===== src/rtl/recompose_defines_pkg.sv =====
// Shared types and constants for the ML-DSA recompose controller.
package recompose_defines_pkg;

  typedef enum logic {RCMP_RD_IDLE, RCMP_RD_MEM} rcmp_read_state_e;
  typedef enum logic {RCMP_WR_IDLE, RCMP_WR_MEM} rcmp_write_state_e;

  localparam int unsigned RCMP_Q              = 32'd8380417;
  localparam int unsigned RCMP_GAMMA2         = (RCMP_Q - 1) / 32;
  localparam int unsigned RCMP_2GAMMA2        = 2 * RCMP_GAMMA2;
  localparam int unsigned RCMP_WORDS_PER_POLY = 64;

endpackage


===== src/rtl/recompose_unit.sv =====
// One-lane recompose: r = (r1*2*gamma2 + r0) with a single conditional
// subtraction of q. Also flags r0 values inside the open band (gamma2, q-gamma2).
module recompose_unit
  import recompose_defines_pkg::*;
#(
  parameter int REG_SIZE = 24
) (
  input  logic [3:0]          r1,
  input  logic [REG_SIZE-1:0] r0,
  output logic [REG_SIZE-1:0] r,
  output logic                range_flag
);

  localparam int SW = REG_SIZE + 1;

  logic [SW-1:0] s;

  // Sum, single reduction and range flag
  always_comb begin
    s = SW'(r1) * SW'(RCMP_2GAMMA2) + SW'(r0);
    if (s >= SW'(RCMP_Q)) r = REG_SIZE'(s - SW'(RCMP_Q));
    else                  r = REG_SIZE'(s);
    range_flag = (r0 > REG_SIZE'(RCMP_GAMMA2)) &&
                 (r0 < REG_SIZE'(RCMP_Q - RCMP_GAMMA2));
  end

endmodule


===== src/rtl/recompose_ctrl.sv =====
// Recompose controller: streams r0 words and r1 hints from memory, writes
// (r1*2*gamma2 + r0) mod q back, 4 coefficients per word.
// Optional macro RECOMPOSE_RANGE_CHECK_EN adds the sticky recomp_err output.
module recompose_ctrl
  import recompose_defines_pkg::*;
#(
  parameter int REG_SIZE       = 24,
  parameter int MEM_ADDR_W     = 15,
  parameter int COEFF_PER_WORD = 4,
  parameter int WORDS_PER_POLY = 64
) (
  input  logic                               clk,
  input  logic                               rst,
  input  logic                               zeroize,
  input  logic                               recomp_enable,
  input  logic [3:0]                         num_poly,
  input  logic [MEM_ADDR_W-1:0]              src_base_addr,
  input  logic [MEM_ADDR_W-1:0]              dest_base_addr,
  output logic                               mem_rd_en,
  output logic [MEM_ADDR_W-1:0]              mem_rd_addr,
  output logic [MEM_ADDR_W-3:0]              r1_rd_addr,
  input  logic [COEFF_PER_WORD*REG_SIZE-1:0] mem_rd_data,
  input  logic [15:0]                        r1_rd_data,
  output logic                               mem_wr_en,
  output logic [MEM_ADDR_W-1:0]              mem_wr_addr,
  output logic [COEFF_PER_WORD*REG_SIZE-1:0] mem_wr_data,
  output logic                               recomp_busy,
  output logic                               recomp_done
`ifdef RECOMPOSE_RANGE_CHECK_EN
  ,
  output logic                               recomp_err
`endif
);

  localparam int CNT_W = $clog2(15 * WORDS_PER_POLY + 1);

  rcmp_read_state_e  rd_state, rd_state_next;
  rcmp_write_state_e wr_state, wr_state_next;

  logic [CNT_W-1:0]      total;
  logic [CNT_W-1:0]      rd_cnt;
  logic [CNT_W-1:0]      wr_cnt;
  logic [MEM_ADDR_W-1:0] src_q;
  logic [MEM_ADDR_W-1:0] dest_q;
  logic                  data_valid;
  logic                  wr_last;
  logic                  wr_last_q;
  logic                  accept;

  logic [COEFF_PER_WORD*REG_SIZE-1:0] lane_r;
  logic [COEFF_PER_WORD-1:0]          lane_flag;

  assign accept  = recomp_enable && (rd_state == RCMP_RD_IDLE) && !recomp_busy;
  assign wr_last = data_valid && (wr_cnt == total - CNT_W'(1));

  for (genvar i = 0; i < COEFF_PER_WORD; i++) begin : g_lane
    recompose_unit #(.REG_SIZE(REG_SIZE)) u_unit (
      .r1         (r1_rd_data[i*4 +: 4]),
      .r0         (mem_rd_data[i*REG_SIZE +: REG_SIZE]),
      .r          (lane_r[i*REG_SIZE +: REG_SIZE]),
      .range_flag (lane_flag[i])
    );
  end

  // Read FSM next state and read-port outputs
  always_comb begin
    rd_state_next = rd_state;
    mem_rd_en     = 1'b0;
    mem_rd_addr   = '0;
    r1_rd_addr    = '0;
    case (rd_state)
      RCMP_RD_IDLE: begin
        if (accept && (num_poly != '0)) rd_state_next = RCMP_RD_MEM;
      end
      RCMP_RD_MEM: begin
        mem_rd_en   = 1'b1;
        mem_rd_addr = src_q + MEM_ADDR_W'(rd_cnt);
        r1_rd_addr  = (MEM_ADDR_W-2)'(rd_cnt);
        if (rd_cnt == total - CNT_W'(1)) rd_state_next = RCMP_RD_IDLE;
      end
      default: rd_state_next = RCMP_RD_IDLE;
    endcase
  end

  // Write FSM next state: enters on first valid word, leaves on the last
  always_comb begin
    wr_state_next = wr_state;
    case (wr_state)
      RCMP_WR_IDLE: if (data_valid) wr_state_next = RCMP_WR_MEM;
      RCMP_WR_MEM:  if (wr_last)    wr_state_next = RCMP_WR_IDLE;
      default:      wr_state_next = RCMP_WR_IDLE;
    endcase
  end

  // Control state: FSMs, counters, latched bases, busy/done
  always_ff @(posedge clk) begin
    if (rst || zeroize) begin
      rd_state    <= RCMP_RD_IDLE;
      wr_state    <= RCMP_WR_IDLE;
      total       <= '0;
      rd_cnt      <= '0;
      wr_cnt      <= '0;
      src_q       <= '0;
      dest_q      <= '0;
      wr_last_q   <= 1'b0;
      recomp_busy <= 1'b0;
      recomp_done <= 1'b0;
    end else begin
      rd_state  <= rd_state_next;
      wr_state  <= wr_state_next;
      wr_last_q <= wr_last;
      if (accept) begin
        src_q  <= src_base_addr;
        dest_q <= dest_base_addr;
        total  <= CNT_W'(num_poly) * CNT_W'(WORDS_PER_POLY);
        rd_cnt <= '0;
        wr_cnt <= '0;
      end else begin
        if (rd_state == RCMP_RD_MEM)
          rd_cnt <= (rd_state_next == RCMP_RD_IDLE) ? '0 : rd_cnt + CNT_W'(1);
        if (data_valid)
          wr_cnt <= wr_last ? '0 : wr_cnt + CNT_W'(1);
      end
      // An empty job completes immediately without ever raising busy
      recomp_done <= (accept && (num_poly == '0)) || wr_last_q;
      if (accept && (num_poly != '0)) recomp_busy <= 1'b1;
      else if (wr_last_q)             recomp_busy <= 1'b0;
    end
  end

  // Datapath pipeline: read-valid delay, then registered recomposed write
  always_ff @(posedge clk) begin
    if (rst || zeroize) begin
      data_valid  <= 1'b0;
      mem_wr_en   <= 1'b0;
      mem_wr_addr <= '0;
      mem_wr_data <= '0;
    end else begin
      data_valid  <= mem_rd_en;
      mem_wr_en   <= data_valid;
      mem_wr_addr <= data_valid ? dest_q + MEM_ADDR_W'(wr_cnt) : '0;
      mem_wr_data <= data_valid ? lane_r : '0;
    end
  end

`ifdef RECOMPOSE_RANGE_CHECK_EN
  // Sticky range error, cleared by a newly accepted start
  always_ff @(posedge clk) begin
    if (rst || zeroize)                 recomp_err <= 1'b0;
    else if (accept)                    recomp_err <= 1'b0;
    else if (data_valid && |lane_flag)  recomp_err <= 1'b1;
  end
`else
  logic unused_lane_flag;
  assign unused_lane_flag = ^lane_flag;
`endif

endmodule


===== config.mk =====
export PLATFORM = sky130hd
export DESIGN_NAME = recompose_ctrl
export DESIGN_NICKNAME = d
export VERILOG_FILES = /design/src/rtl/recompose_defines_pkg.sv /design/src/rtl/recompose_unit.sv /design/src/rtl/recompose_ctrl.sv
export SDC_FILE = /design/constraint.sdc
export NUM_CORES = 1
export LEC_CHECK = 0
export ABC_AREA = 1
export BUFFER_PORTS_ARGS = -buffer_cell sky130_fd_sc_hd__buf_4
export CORE_UTILIZATION = 25
export DETAILED_ROUTE_END_ITERATION = 6
export GPL_ROUTABILITY_DRIVEN = 0
export PLACE_DENSITY_LB_ADDON = 0.1
export SYNTH_ARGS = -nofsm -noshare
export SYNTH_HDL_FRONTEND = slang
export SYNTH_HIERARCHICAL = 1
export SYNTH_SLANG_ARGS = --single-unit

===== constraint.sdc =====
create_clock -name clk -period 12.2 [get_ports clk]
set_input_delay 2.44 -clock clk [delete_from_list [all_inputs] [get_ports clk]]
set_output_delay 2.44 -clock clk [all_outputs]
set_load 0.02 [all_outputs]

After elaboration in Yosys (flattened, before gate mapping)

Index checks and enable logic that the tools add are counted.

Register bits: 171
Output and inout port bits: 143
Input bits: 150

Reductions and logical operators: 13
$mul: 4
Magnitude comparators: 4
Eq/ne operators: 2
Mux-type cells: 14
$add $sub $neg: 13
Bitwise operators: 2

Operator list:

| cell                                                                 | number |
|---|---|
| adder 23 x 24 -> 25 bit                                              | 4 |
| greater-or-equal comparator 25 x 23 -> 1 bit (second input constant) | 4 |
| 2-to-1 mux 24 bit                                                    | 4 |
| subtractor 24 x 23 -> 24 bit (second input constant)                 | 4 |
| multiplier 4 x 10 -> 14 bit (second input constant)                  | 4 |
| adder 15 x 10 -> 15 bit                                              | 2 |
| 2-to-1 mux 10 bit                                                    | 3 |
| adder 10 x 1 -> 10 bit (second input constant)                       | 2 |
| == test 10 bit                                                       | 2 |
| 2-to-1 mux 15 bit                                                    | 1 |
| subtractor 10 x 1 -> 10 bit (second input constant)                  | 1 |
| logical AND 1 bit                                                    | 5 |
| 2-to-1 mux 1 bit                                                     | 5 |
| logical NOT 4 bit                                                    | 1 |
| nonzero test 4 bit                                                   | 1 |
| OR reduction 2 bit                                                   | 2 |
| logical OR 1 bit                                                     | 2 |
| inverter 1 bit                                                       | 2 |
| case mux 1 bit (2 select lines)                                      | 1 |
| nonzero test 2 bit                                                   | 1 |
| logical NOT 1 bit                                                    | 1 |

Depth between registers and ports, before layout

Gate-level depths: netlist of run 1.

Depth in word-level cells: 7
Gate-level depth with buffers: 29
Mapped depth without buffers: 29

Modules after synthesis

The synthesis of run 1 kept the hierarchy.

By module, submodules not included:

| module                             | cells each | sequential area each (um2) | area each (um2) | instances |
|---|---|---|---|---|
| recompose_ctrl                     | 912        | 3423.3                     | 6926.6          | 1 |
| recompose_unit at g_lane[3].u_unit | 499        | 0.0                        | 2677.6          | 1 |
| recompose_unit at g_lane[1].u_unit | 488        | 0.0                        | 2633.8          | 1 |
| recompose_unit at g_lane[0].u_unit | 491        | 0.0                        | 2623.8          | 1 |
| recompose_unit at g_lane[2].u_unit | 490        | 0.0                        | 2590.0          | 1 |

Worst setup path before layout of run 1

No wires, ideal clock.

Kind: input port to flip-flop
Start point: input r1_rd_data[9]
End point: register mem_wr_data[62]
Data required time: 12.084 ns
Path slack: 5.457 ns
Arrival time: 6.627 ns
Path buffers: 1
Cell stages on the path: 25
Cells stage by stage: fa_1 -> inv_1 -> fa_1 -> ha_1 -> nand2_1 -> nor2_1 -> a211oi_1 -> fa_1 -> inv_1 -> ha_1 -> nand2_1 -> inv_1 -> a21oi_1 -> nand3_1 -> nand2_2 -> nand3_1 -> nor2_2 -> nand2_1 -> nand2_2 -> nand2_4 -> buf_2 -> nand3_1 -> nand2_1 -> inv_1 -> nor2_1

Word-level cells in the longest chain between the ends: 4
Elaborated cells between the ends (all ways): 5
Those cells by class: add/sub (2); mul (1); order compare (1); mux (1)

RTL lines:

| item                                                                                                | RTL line              | text |
|---|---|---|
| start, declared                                                                                     | recompose_ctrl.sv:23  | `input logic [15:0] r1_rd_data,` |
| multiplier 4 x 10 -> 14 bit *                                                                       | recompose_unit.sv:20  | `s = SW'(r1) * SW'(RCMP_2GAMMA2) + SW'(r0);` |
| adder 23 x 24 -> 25 bit *                                                                           | recompose_unit.sv:20  |  |
| subtractor 24 x 23 -> 24 bit / greater-or-equal comparator 25 x 23 -> 1 bit (equally long branches) | recompose_unit.sv:21  | `if (s >= SW'(RCMP_Q)) r = REG_SIZE'(s - SW'(RCMP_Q));` |
| 2-to-1 mux 24 bit *                                                                                 | recompose_unit.sv:21  |  |
| named net lane_r[62]                                                                                | recompose_ctrl.sv:50  | `logic [COEFF_PER_WORD*REG_SIZE-1:0] lane_r;` |
| end signal, assigned                                                                                | recompose_ctrl.sv:142 | `mem_wr_data <= data_valid ? lane_r : '0;` |
| end, declared                                                                                       | recompose_ctrl.sv:26  | `output logic [COEFF_PER_WORD*REG_SIZE-1:0] mem_wr_data,` |

Mark *: on every way through the listed nets, which the timed path passes. The rest lies on a longest branch.
A chain may end at the register's enable or synchronous reset.

Worst setup path in the final report of run 1

Start point: input r1_rd_data[9]
End point: register mem_wr_data[54]

Word-level cells in the longest chain between the ends: 4

RTL lines:

| item                                         | RTL line |
|---|---|
| multiplier 4 x 10 -> 14 bit                  | recompose_unit.sv:20 |
| adder 23 x 24 -> 25 bit                      | recompose_unit.sv:20 |
| greater-or-equal comparator 25 x 23 -> 1 bit | recompose_unit.sv:21 |
| 2-to-1 mux 24 bit                            | recompose_unit.sv:21 |
| named net lane_r[54]                         | recompose_ctrl.sv:50 |

The timed path passes the listed nets, and every way through them passes these cells.

==> summary.md, run 1 <==
| Metric | Value |
|---|---|
| Status | completed |
| Tightest hold margin | 0.481 ns |
| Routed vias/inst | 4.42 |
| Global Route Usage Sum | approximately 16% |
| CTS H-Tree Depth | 4 |
| Cell Area, Synth | between 15000 and 20000 um^2 |
| Slew @ Worst Pin | 0.817 ns |
| Mapped Cells | between 2000 and 3000 |
| RSZ-0062 raised after global routing | no |
| Clock transition at path regs | 0.08 ns |
| Final setup fails | 0 |
| Die Wd | approximately 260 um |
| Final core utilization | 30.6% |
| Hold buffers post-CTS | 0 |
| Skew-Pair Late Insertion Delay | 0.49 ns |
| Worst vdd ir | a little over 0.09 mV |
| Layout area overhead | 20.7% |
| DRC | 0 |
| Port buffer count | 289 |
| # nets final | roughly 3400 |
| Crit end category | flop |
| Cts repair resizes | 0 |
| Syn_area_per_cell | between 6 and 7 um^2 |
| Final Max Tran Viols | 0 |
| Startpoint class of the critical path | primary input |
| Per-cell routed wire length | 13.7 um |
| Die area | a little under 70000 um^2 |
| Power Dens Cells | 181 nW/um^2 |
| Die height | ~260 um |
| Setup ws final | 4.92 ns |
| First-pass GRT wire length | roughly 90000 um |
| Reg-to-reg endpoint | dest_q[1] |
| Dpl ws | between 4 and 5 ns |
| Critical path startpoint | r1_rd_data[9] |
| Hold Crit Class | flop to flop |
| Total gr overflow | 0 |
| Initial antenna violation count | 3 |
| Reg2Reg Setup Slack | ~9.7 ns |
| Clock Sink Count | between 150 and 200 |
| Layout cells sized above 1 | 14.8% |
| Tmin final | around 7.3 ns |
| Largest net degree at the start of global routing | 60 |
| Worst Path Required | 12.54 ns |
| Detailed-route via count | 17500 |
| Vias in the first global route | about 17000 |
| CTS buffer count | 17 |
| Final period util | 59.6% |
| Top Ports | a little under 300 |
| FF-to-FF Start | rd_state |
| Core ar. | 67400 um^2 |
| TNS Setup | 0 ns |
| Maximum clock path buffer count | 2 |
| Leakage | 11.2 nW |
| Power consumption | between 3 and 4 mW |
| Final Hold Vio Count | 0 |
| CTS tree | yes |
| Max-Cap Viols | 0 |
| Relative slew slack | 45.3% |
| YS warnings | 6 |
| FF-to-FF path depth | 7 |
| Pre-antenna DRT Iters | 6 |
| Critical Setup Path Class | primary input to flop |
| Clk root buf | clkbuf_16 |
| Post-route ant nets | 0 |
| Starting Density | approximately a quarter |
| Iter 0 DRT Violations | 809 |
| Clock skew | 0.00838 ns |
| Dpl hpwl | 44300 um |
| Row cnt | 95 |
| F_max | 0.137 GHz |
| CP Capture Point | mem_wr_data[54] |
| Final WL | 54100 um |
| Post-CTS Setup Inserts | 0 |
| Crit path max fanout | 24 |
| WP data arrival | 7.62 ns |
placed cells by master, fill, tap and decap left out, drive strengths merged, types with 2 or more instances in the layout:
cell type    n
a211oi       3
a21o         4
a21oi       94
a31oi        2
and2         5
buf        292
clkbuf      17
clkinv       6
clkinvlp     2
conb         3
dfxtp      171
diode        2
fa          38
ha         139
inv        466
nand2      884
nand3      291
nand3b       7
nand4       38
nor2       399
nor3        12
nor3b        2
o21a         2
o21ai       92
o21bai       6
or2          7
xnor2       25
xor2        61
stage by stage:
stage          cells  instance area, um^2
2_1_floorplan   2803                17100
3_3_place_gp    3917                20000
6_report        3951                20600
4_1_cts         3949                20600
3_5_place_dp    3917                20000
5_1_grt         3949                20600
power breakdown:
part	switching [mW]	leakage (nW)	internal, mW
registers	0.00683	1.38	0.566
clock network	0.283	0.288	0.292
logic	1.72	9.56	0.855
total	2.01	11.2	1.71
layout make-up:
class                   instances  area (um^2)
diodes                          2         5.00
clock buffers                  17          425
clock inverters                15          179
fillers                      7607        46800
inverters                     460         1730
multi-input cells            2121        11600
flip-flops and latches        171         3420
well taps                     873         1090
repair buffers                292         2190
registers in the layout, summed over array words and instances (netlist names):
register and flops:
mem_wr_data 96, dest_q 15, mem_wr_addr 15, src_q 15, rd_cnt 10, wr_cnt 10
total 4, data_valid 1, mem_wr_en 1, rd_state 1, recomp_busy 1, recomp_done 1
wr_last_q 1
worst max-delay path, cell delays in order:
cell	delay, ns
buf_4	0.13
fa_1	0.64
inv_1	0.08
fa_1	0.49
ha_1	0.38
nand2_1	0.09
nor2_1	0.04
a211oi_1	0.48
fa_1	0.51
inv_1	0.06
ha_1	0.28
nand2_1	0.15
inv_1	0.07
a21oi_1	0.24
nand2_1	0.14
nand3_1	0.09
o2111ai_1	0.15
nor2_4	0.55
nand2_4	0.29
nand2_1	0.13
nand2_1	0.07
inv_1	0.05
nor2_1	0.04
worst min-delay path by stage:
stage	depth (start not counted)	end	slack (ns)	from
2_1_floorplan	2	recomp_done	0.44	wr_last_q
3_3_place_gp	2	total[9]	0.47	total[9]
3_5_place_dp	2	dest_q[13]	0.47	dest_q[13]
4_1_cts	2	total[9]	0.49	total[9]
5_1_grt	2	total[9]	0.51	total[9]
6_report	2	total[9]	0.48	total[9]
routing by layer:
layer | track usage (%) | up-vias | routed length (um) | share of wire (%)
met3 | 4.33 | 38 | 3060 | 5.6
met5 | 0 | - | 9 | 0.017
met4 | 3.64 | 2 | 571 | 1.1
li1 | - | 9234 | - | -
met2 | 26.2 | 308 | 24400 | 45
met1 | 20.3 | 7896 | 26000 | 48
No activity file was read; power rests on OpenSTA's default activity.
==> run 2, diff against run 1 <==
Settings changed: ABC_AREA 1 to 0.
Clock period 12.2 ns to 6.6 ns, I/O delays scaled along.
==> run 2 against run 1 <==
Effect of this change:
- global-route usage is 0.29 points higher
- hold slack got worse by 0.019 ns
- count of clock-buffer cells in the layout up 2
- register-to-register slack worse by 5.5 ns
- synthesized area shrank 14%
- first-iteration DRC count fell by 32%
- power grew 58%
- synthesized cell count fell by 35%
- design area is 8.4% lower
- core utilization rose by 2.0 points
- critical path depth is 2 lower
- highest routed layer unchanged
==> summary.md, run 2 <==
| Metric | Value |
|---|---|
| Total gr overflow | 0 (unchanged) |
| Top Ports | 293 (unchanged) |
| Post-CTS Setup Inserts | 0 (unchanged) |
| Pint | 3.27 mW (+91%) |
| Clk pwr share | 18.2% (+2.8 points) |
| Hold Crit Class | flop to flop |
| CTS buffer count | 17 (unchanged) |
| Global Route Usage Sum | 16.1% (+0.29 points) |
| Port buffer count | 289 (unchanged) |
| Cell Area, Synth | 14800 um^2 (-14%) |
| Die height | 245 um (-7.0%) |
| Worst path cell trace | buf_4, fa_1, fa_1, inv_1, fa_1, inv_1, a21o_1, a21oi_1, fa_1, xor2_1, ha_1, a211o_1, o211ai_1, nand2_1, a2111oi_0, mux2i_1, or2_1, buf_4, o211ai_1, xnor2_1, and3_1 |
| Relative slew slack | 34.1% (-11 points) |
| Leakage | 8.71 nW (-22%) |
| Mapped Cells | 1818 (-35%) |
| First-pass GRT wire length | 76100 um (-14%) |
| Commonest non-fill, non-tap cell in the layout | buf_4 |
| Tmin final | 6.13 ns |
| Maximum clock path buffer count | 2 (unchanged) |
| RSZ-0062 raised after global routing | no |
| Clk root buf | clkbuf_16 |
| Sw frac | 44.4% (-9.6 points) |
| Cell repeated most along the worst path | fa_1 |
| Clock skew | 0.0110 ns (+0.00263 ns) |
| Worst Path Required | 7.03 ns (-5.51 ns) |
| Critical Setup Path Class | primary input to flop |
| Met1 usage | 21.1% (+0.81 points) |
| Crit path max fanout | 17 (-29%) |
| Routed vias/inst | 4.74 (+7.2%) |
| Die area | 60000 um^2 (-14%) |
| Row cnt | 88 (-7.4%) |
| Final period util | 92.8% |
| Sequential Power Share | 18.0% (+2.6 points) |
| Power consumption | 5.87 mW (+58%) |
| Final Max Tran Viols | 0 (unchanged) |
| CP max stage delay | 0.56 ns (-0.08 ns) |
| Power Dens Cells | 311 nW/um^2 (+72%) |
| Core ar. | 58000 um^2 (-14%) |
| Final setup fails | 0 (unchanged) |
| TNS Setup | 0 ns (unchanged) |
| Slowest cell on the critical path | fa_1 |
| Layout cells sized above 1 | 21.5% (+6.6 points) |
| DRC | 0 (unchanged) |
| YS warnings | 6 (unchanged) |
| CTS H-Tree Depth | 4 (unchanged) |
| Crit end category | flop |
| Per-cell routed wire length | 16.5 um (+21%) |
| Skew-Pair Late Insertion Delay | 0.48 ns (about the same) |
| GRT Max-Usage Layer | met2 |
| Clock transition at path regs | 0.07 ns (about the same) |
| Dpl ws | 0.00630 ns (-4.38 ns) |
| Iter 0 DRT Violations | 547 (-32%) |
| Syn_area_per_cell | 8.11 um^2 (+33%) |
| Startpoint class of the critical path | primary input |
| Hold buffers post-CTS | 0 (unchanged) |
| CTS tree | yes |
| Commonest cells after routing, fill and taps aside | buf_4 (375), nand2_1 (190), dfxtp_1 (170) |
| Initial antenna violation count | 2 (-1) |
| Largest net degree at the start of global routing | 105 (+75%) |
| # nets final | 2472 (-27%) |
| Psw | 2.61 mW (+30%) |
| Worst vdd ir | 0.206 mV (+120%) |
| Setup ws final | 0.473 ns (-4.45 ns) |
| Met3 GRT Util | 4.45% (+0.12 points) |
| Max-Cap Viols | 0 (unchanged) |
| Detailed-route via count | 13900 (-21%) |
| Logic pwr share | 63.8% (-5.4 points) |
| Buffers and inverters on the worst path | 4 (-1) |
| Cell family with most CP delay | adder cells |
| Design Area, Final | 18900 um^2 (-8.4%) |
| Die Wd | 245 um (-7.0%) |
| Area after DPL | 18300 um^2 (-8.6%) |
| Vias in the first global route | 13800 (-20%) |
| Largest reg by FF count | mem_wr_data |
| Starting Density | 25.4% (+0.087 points) |
| Clock Sink Count | 171 (unchanged) |
| Post-route ant nets | 0 (unchanged) |
| Slew @ Worst Pin | 0.986 ns (+0.168 ns) |
| Final core utilization | 32.5% (+2.0 points) |
| Status | completed |
| Final Hold Vio Count | 0 (unchanged) |
| Dpl hpwl | 38700 um (-13%) |
| Cts repair resizes | 0 (unchanged) |
| Final WL | 48200 um (-11%) |
| Layout area overhead | 28.0% |
| Pre-antenna DRT Iters | 5 (-1) |
| Grt met2 use | 25.8% (-0.31 points) |
| WP data arrival | 6.55 ns (-1.07 ns) |
| F_max | 0.163 GHz |
| Number of flip-flops in the largest register | 96 (unchanged) |
==> run 2: cell count changes in the layout (fill, tap and decap cells not counted), sizes merged, moves of 75 or more <==
| cell | change |
|---|---|
| nand2 | -694 |
| nor2 | -278 |
| xnor2 | +75 |
| and3 | +118 |
| buf | +87 |
| nand3 | -249 |
| inv | -347 |
==> run 2: area by class of cell <==
class,instances,area [um^2]
diodes,1,2.50
clock buffers,19,453
inverters,110,413
clock inverters,13,145
fillers,6219,39100
repair buffers,379,2900
flip-flops and latches,171,3430
well taps,765,957
multi-input cells,1466,10600
==> run 2: worst register-to-register path, delay by kind of cell (launching register included) <==
family,cells,cell delay (ns)
AO/OA/AOI/OAI,4,0.94
AND/OR/NAND/NOR,1,0.21
buffers and inverters,1,0.07
adder cells (fa/ha/maj),2,0.64
flip-flops,1,0.47
==> run 2: path summary, 6_finish.rpt <==
kind                      start               to  slack [ns]  cells after the start
setup / recovery  r1_rd_data[9]  mem_wr_data[55]        0.47                     21
hold / removal        dest_q[6]        dest_q[6]        0.46                      2
setup reg to reg      wr_cnt[0]  mem_wr_addr[14]        4.19                      8
hold reg to reg       dest_q[6]        dest_q[6]        0.46                      2
==> run 2: layer usage <==
metal	vias up	routed length, um
met4	2	605
met3	29	2900
met2	253	22000
li1	7083	-
met1	6496	22700
met5	-	9
==> run 2: per-stage QoR <==
step | hold WS, ns | std cells
floorplan | 0.428 | 1820
global placement | 0.445 | 2891
detailed placement | 0.453 | 2891
CTS | 0.463 | 2923
global route | 0.486 | 2923
finish | 0.462 | 2924
==> run 2: power groups by stage <==
stage	clock, mW	sequential (mW)	combinational, mW
detailed placement	0	1.08	3.75
global route	1.16	1.06	4.19
CTS	1.13	1.05	3.77
floorplan	0	1.08	2.62
finish	1.07	1.05	3.75
global placement	0	1.08	3.75
==> run 3, diff against run 2 <==
Settings changed: CORE_UTILIZATION 25 to 30, SYNTH_HIERARCHICAL 1 to not set.
==> run 3 against run 2 <==
Effect of this change:
- via count is 2.7% lower
- sequential share of layout area is 0.53 points higher
- sequential cell count stayed put
- non-clock buffer count is 42 higher
==> summary.md, run 3 <==
| Metric | Value |
|---|---|
| Status | completed |
| Reg2Reg Setup Slack | 3.56 ns (-0.63 ns) |
| Iter 0 DRT Violations | 755 (+38%) |
| Post-route ant nets | 0 (unchanged) |
| Routed vias/inst | 4.93 (+3.9%) |
| Dpl hpwl | 36100 um (-6.6%) |
| Final Hold Vio Count | 0 (unchanged) |
| Max-Cap Viols | 0 (unchanged) |
| # nets final | 2451 (-0.85%) |
| Layout cells sized above 1 | 23.3% (+1.8 points) |
| Hold Crit Class | flop to flop |
| Cell repeated most along the worst path | fa_1 |
| Most frequent cells after synthesis | dfxtp_1 (171), nand2_1 (166), nor2_1 (160) |
| Final Max Tran Viols | 0 (unchanged) |
| Final WL | 45000 um (-6.7%) |
| Leading area contributor after synthesis | dfxtp_1 |
| Startpoint class of the critical path | primary input |
| Relative slew slack | 34.4% (+0.30 points) |
| Starting Density | 30.6% (+5.2 points) |
| RSZ-0062 raised after global routing | no |
| Initial antenna violation count | 5 (+3) |
| Final period util | 93.3% (+0.46 points) |
| Clock Sink Count | 171 (unchanged) |
| Critical path startpoint | r1_rd_data[1] |
| Total gr overflow | 0 (unchanged) |
| Slew @ Worst Pin | 0.982 ns (-0.00345 ns) |
| Die Wd | 218 um (-11%) |
| Top-count cell post-synth | dfxtp_1 |
| Row cnt | 78 (-11%) |
| Design Area, Final | 18300 um^2 (-2.9%) |
| Register bit total from synthesis | 171 |
| Seq/Total Area, Yosys | between 20% and 30% |
| Buffers and inverters on the worst path | 5 (+1) |
| Clk root buf | clkbuf_16 |
| Die area | 47600 um^2 (-21%) |
| Top Ports | 293 (unchanged) |
| CP max stage delay | 0.57 ns (about the same) |
| F_max | 0.162 GHz (-0.49%) |
| Commonest cells after routing, fill and taps aside | buf_4 (419), dfxtp_1 (171), nand2_1 (165) |
| Mapped Cells | 1741 (-4.2%) |
| Worst vdd ir | 0.146 mV (-29%) |
| CTS H-Tree Depth | 4 (unchanged) |
| Core ar. | 45800 um^2 (-21%) |
| First-pass GRT wire length | 71900 um (-5.5%) |
| Final setup fails | 0 (unchanged) |
| Worst Path Required | 6.98 ns (-0.05 ns) |
| CTS buffer count | 17 (unchanged) |
| Yosys top cell area share | around a quarter |
| Clock transition at path regs | 0.08 ns (about the same) |
| Clock skew | 0.00994 ns (-0.00106 ns) |
| YS warnings | 0 (-6) |
| Maximum clock path buffer count | 2 (unchanged) |
| Worst path cell trace | buf_4, fa_1, fa_1, inv_1, fa_1, inv_1, a21o_1, a21oi_1, fa_1, inv_1, ha_1, buf_4, a21oi_1, a21oi_1, a2111oi_0, a211oi_1, nor4_2, nand4_2, a21boi_1, nand4_1, mux2_1 |
| Levels on crit path | 21 (unchanged) |
| WP data arrival | 6.53 ns (-0.02 ns) |
| Post-CTS Setup Inserts | 0 (unchanged) |
| Slowest cell on the critical path | fa_1 |
| Die height | 218 um (-11%) |
| Skew-Pair Late Insertion Delay | 0.49 ns (about the same) |
| FF-to-FF Start | wr_cnt[0] |
| Critical Setup Path Class | primary input to flop |
| Area after DPL | 17700 um^2 (-3.0%) |
| EDFF count, synth | 0 |
| Port buffer count | 289 (unchanged) |
| Global Route Usage Sum | 19.3% (+3.2 points) |
| Cell Area, Synth | 14000 um^2 (-4.9%) |
| Fillers | 4773 (-23%) |
| Reg-to-reg endpoint | mem_wr_addr[14] |
| FF-to-FF path depth | 12 (+4) |
| Largest net degree at the start of global routing | 75 (-29%) |
| Pre-antenna DRT Iters | 5 (unchanged) |
| Tmin final | 6.16 ns (+0.0300 ns) |
| Crit end category | flop |
| Detailed-route via count | 13500 (-2.7%) |
| Ys async rst share | 0% |
| Crit path max fanout | 7 (-10) |
| CTS tree | yes |
| Cell family with most CP delay | adder cells |
| Most used flip-flop cell after synthesis | dfxtp_1 |
| CP Capture Point | mem_wr_data[15] |
| Power consumption | 5.99 mW (+2.1%) |
| Layout area overhead | 30.7% |
| Power Dens Cells | 327 nW/um^2 (+5.1%) |
| Per-cell routed wire length | 16.4 um (-0.40%) |
| Syn_area_per_cell | 8.06 um^2 (-0.71%) |
| Commonest non-fill, non-tap cell in the layout | buf_4 |
| Post-synthesis cell type count | 83 |
| Synth top area cells | dfxtp_1 (24%), ha_1 (12%), xnor2_1 (5.9%) |
| Vias in the first global route | 13200 (-4.1%) |
| Number of flip-flops in the largest register | 96 (unchanged) |
| Hold Crit Start | src_q[0] |
| Largest reg by FF count | mem_wr_data |
| DRC | 0 (unchanged) |
| Leakage | 8.38 nW (-3.7%) |
| Final core utilization | 40.0% (+7.5 points) |
[run 3: cell families after synthesis]
group	count (synthesis)	share of synthesized area (%)
and+or+nand+nor	635	22.7
other	1	0.0267
buffers and inverters	166	4.67
AOI/OAI and AO/OA	433	20.3
xor gates and xnor gates	142	8.87
adders and majority gates	177	17.8
DFF	171	24.4
muxes	16	1.16
[run 3: power by group]
group	leakage, nW	internal (mW)	switching, mW	total [mW]
Sequential	1.38	1.04	0.0105	1.05
Combinational	6.71	1.75	2.14	3.89
Clock	0.295	0.544	0.507	1.05
Total	8.38	3.34	2.65	5.99
[run 3: layout make-up]
type | count | area (um^2) | share of cell area (%)
diodes | 2 | 5.00 | 0.0273
clock buffers | 18 | 439 | 2.40
clock inverters | 14 | 156 | 0.853
inverters | 107 | 402 | 2.19
multi-input cells | 1406 | 9970 | 54.4
flip-flops and latches | 171 | 3420 | 18.7
well taps | 600 | 751 | 4.10
repair buffers | 421 | 3190 | 17.4
[run 3: tightest hold or removal path, stage by stage, from the launching register on]
cell and delay, ns:
dfxtp_1 0.32, nand2_1 0.05, a21oi_1 0.05
[run 3: per-layer routing]
layer / vias up / track usage (%) / routed length [um]
li1: 6929 / - / -
met1: 6290 / 26.0 / 21800
met2: 228 / 30.4 / 20300
met3: 38 / 5.18 / 2310
met4: 6 / 4.73 / 597
met5: - / 0 / 41
[run 3: metrics by stage]
stage               setup slack, ns  hold slack, ns  setup TNS [ns]  instances
finish                        0.443           0.462               0       2739
global route                 0.0689           0.480               0       2738
CTS                           0.436           0.463               0       2737
detailed placement          -0.0881           0.452          -0.969       2705
global placement            -0.0478           0.450          -0.338       2705
floorplan                     0.131           0.428               0       1743
[run 3: how the worst min path moves through the flow]
stage | cells after the start | endpoint
after detailed placement | 2 | dest_q[3]
final | 2 | src_q[0]
after global placement | 2 | dest_q[2]
after floorplan | 2 | recomp_done
after global routing | 2 | src_q[4]
after CTS | 2 | dest_q[3]
[run 3: repair_timing]
action                     in CTS  in global routing
hold buffers                    0                  0
setup endpoints to repair       0                  1
gates resized for setup         0                  1
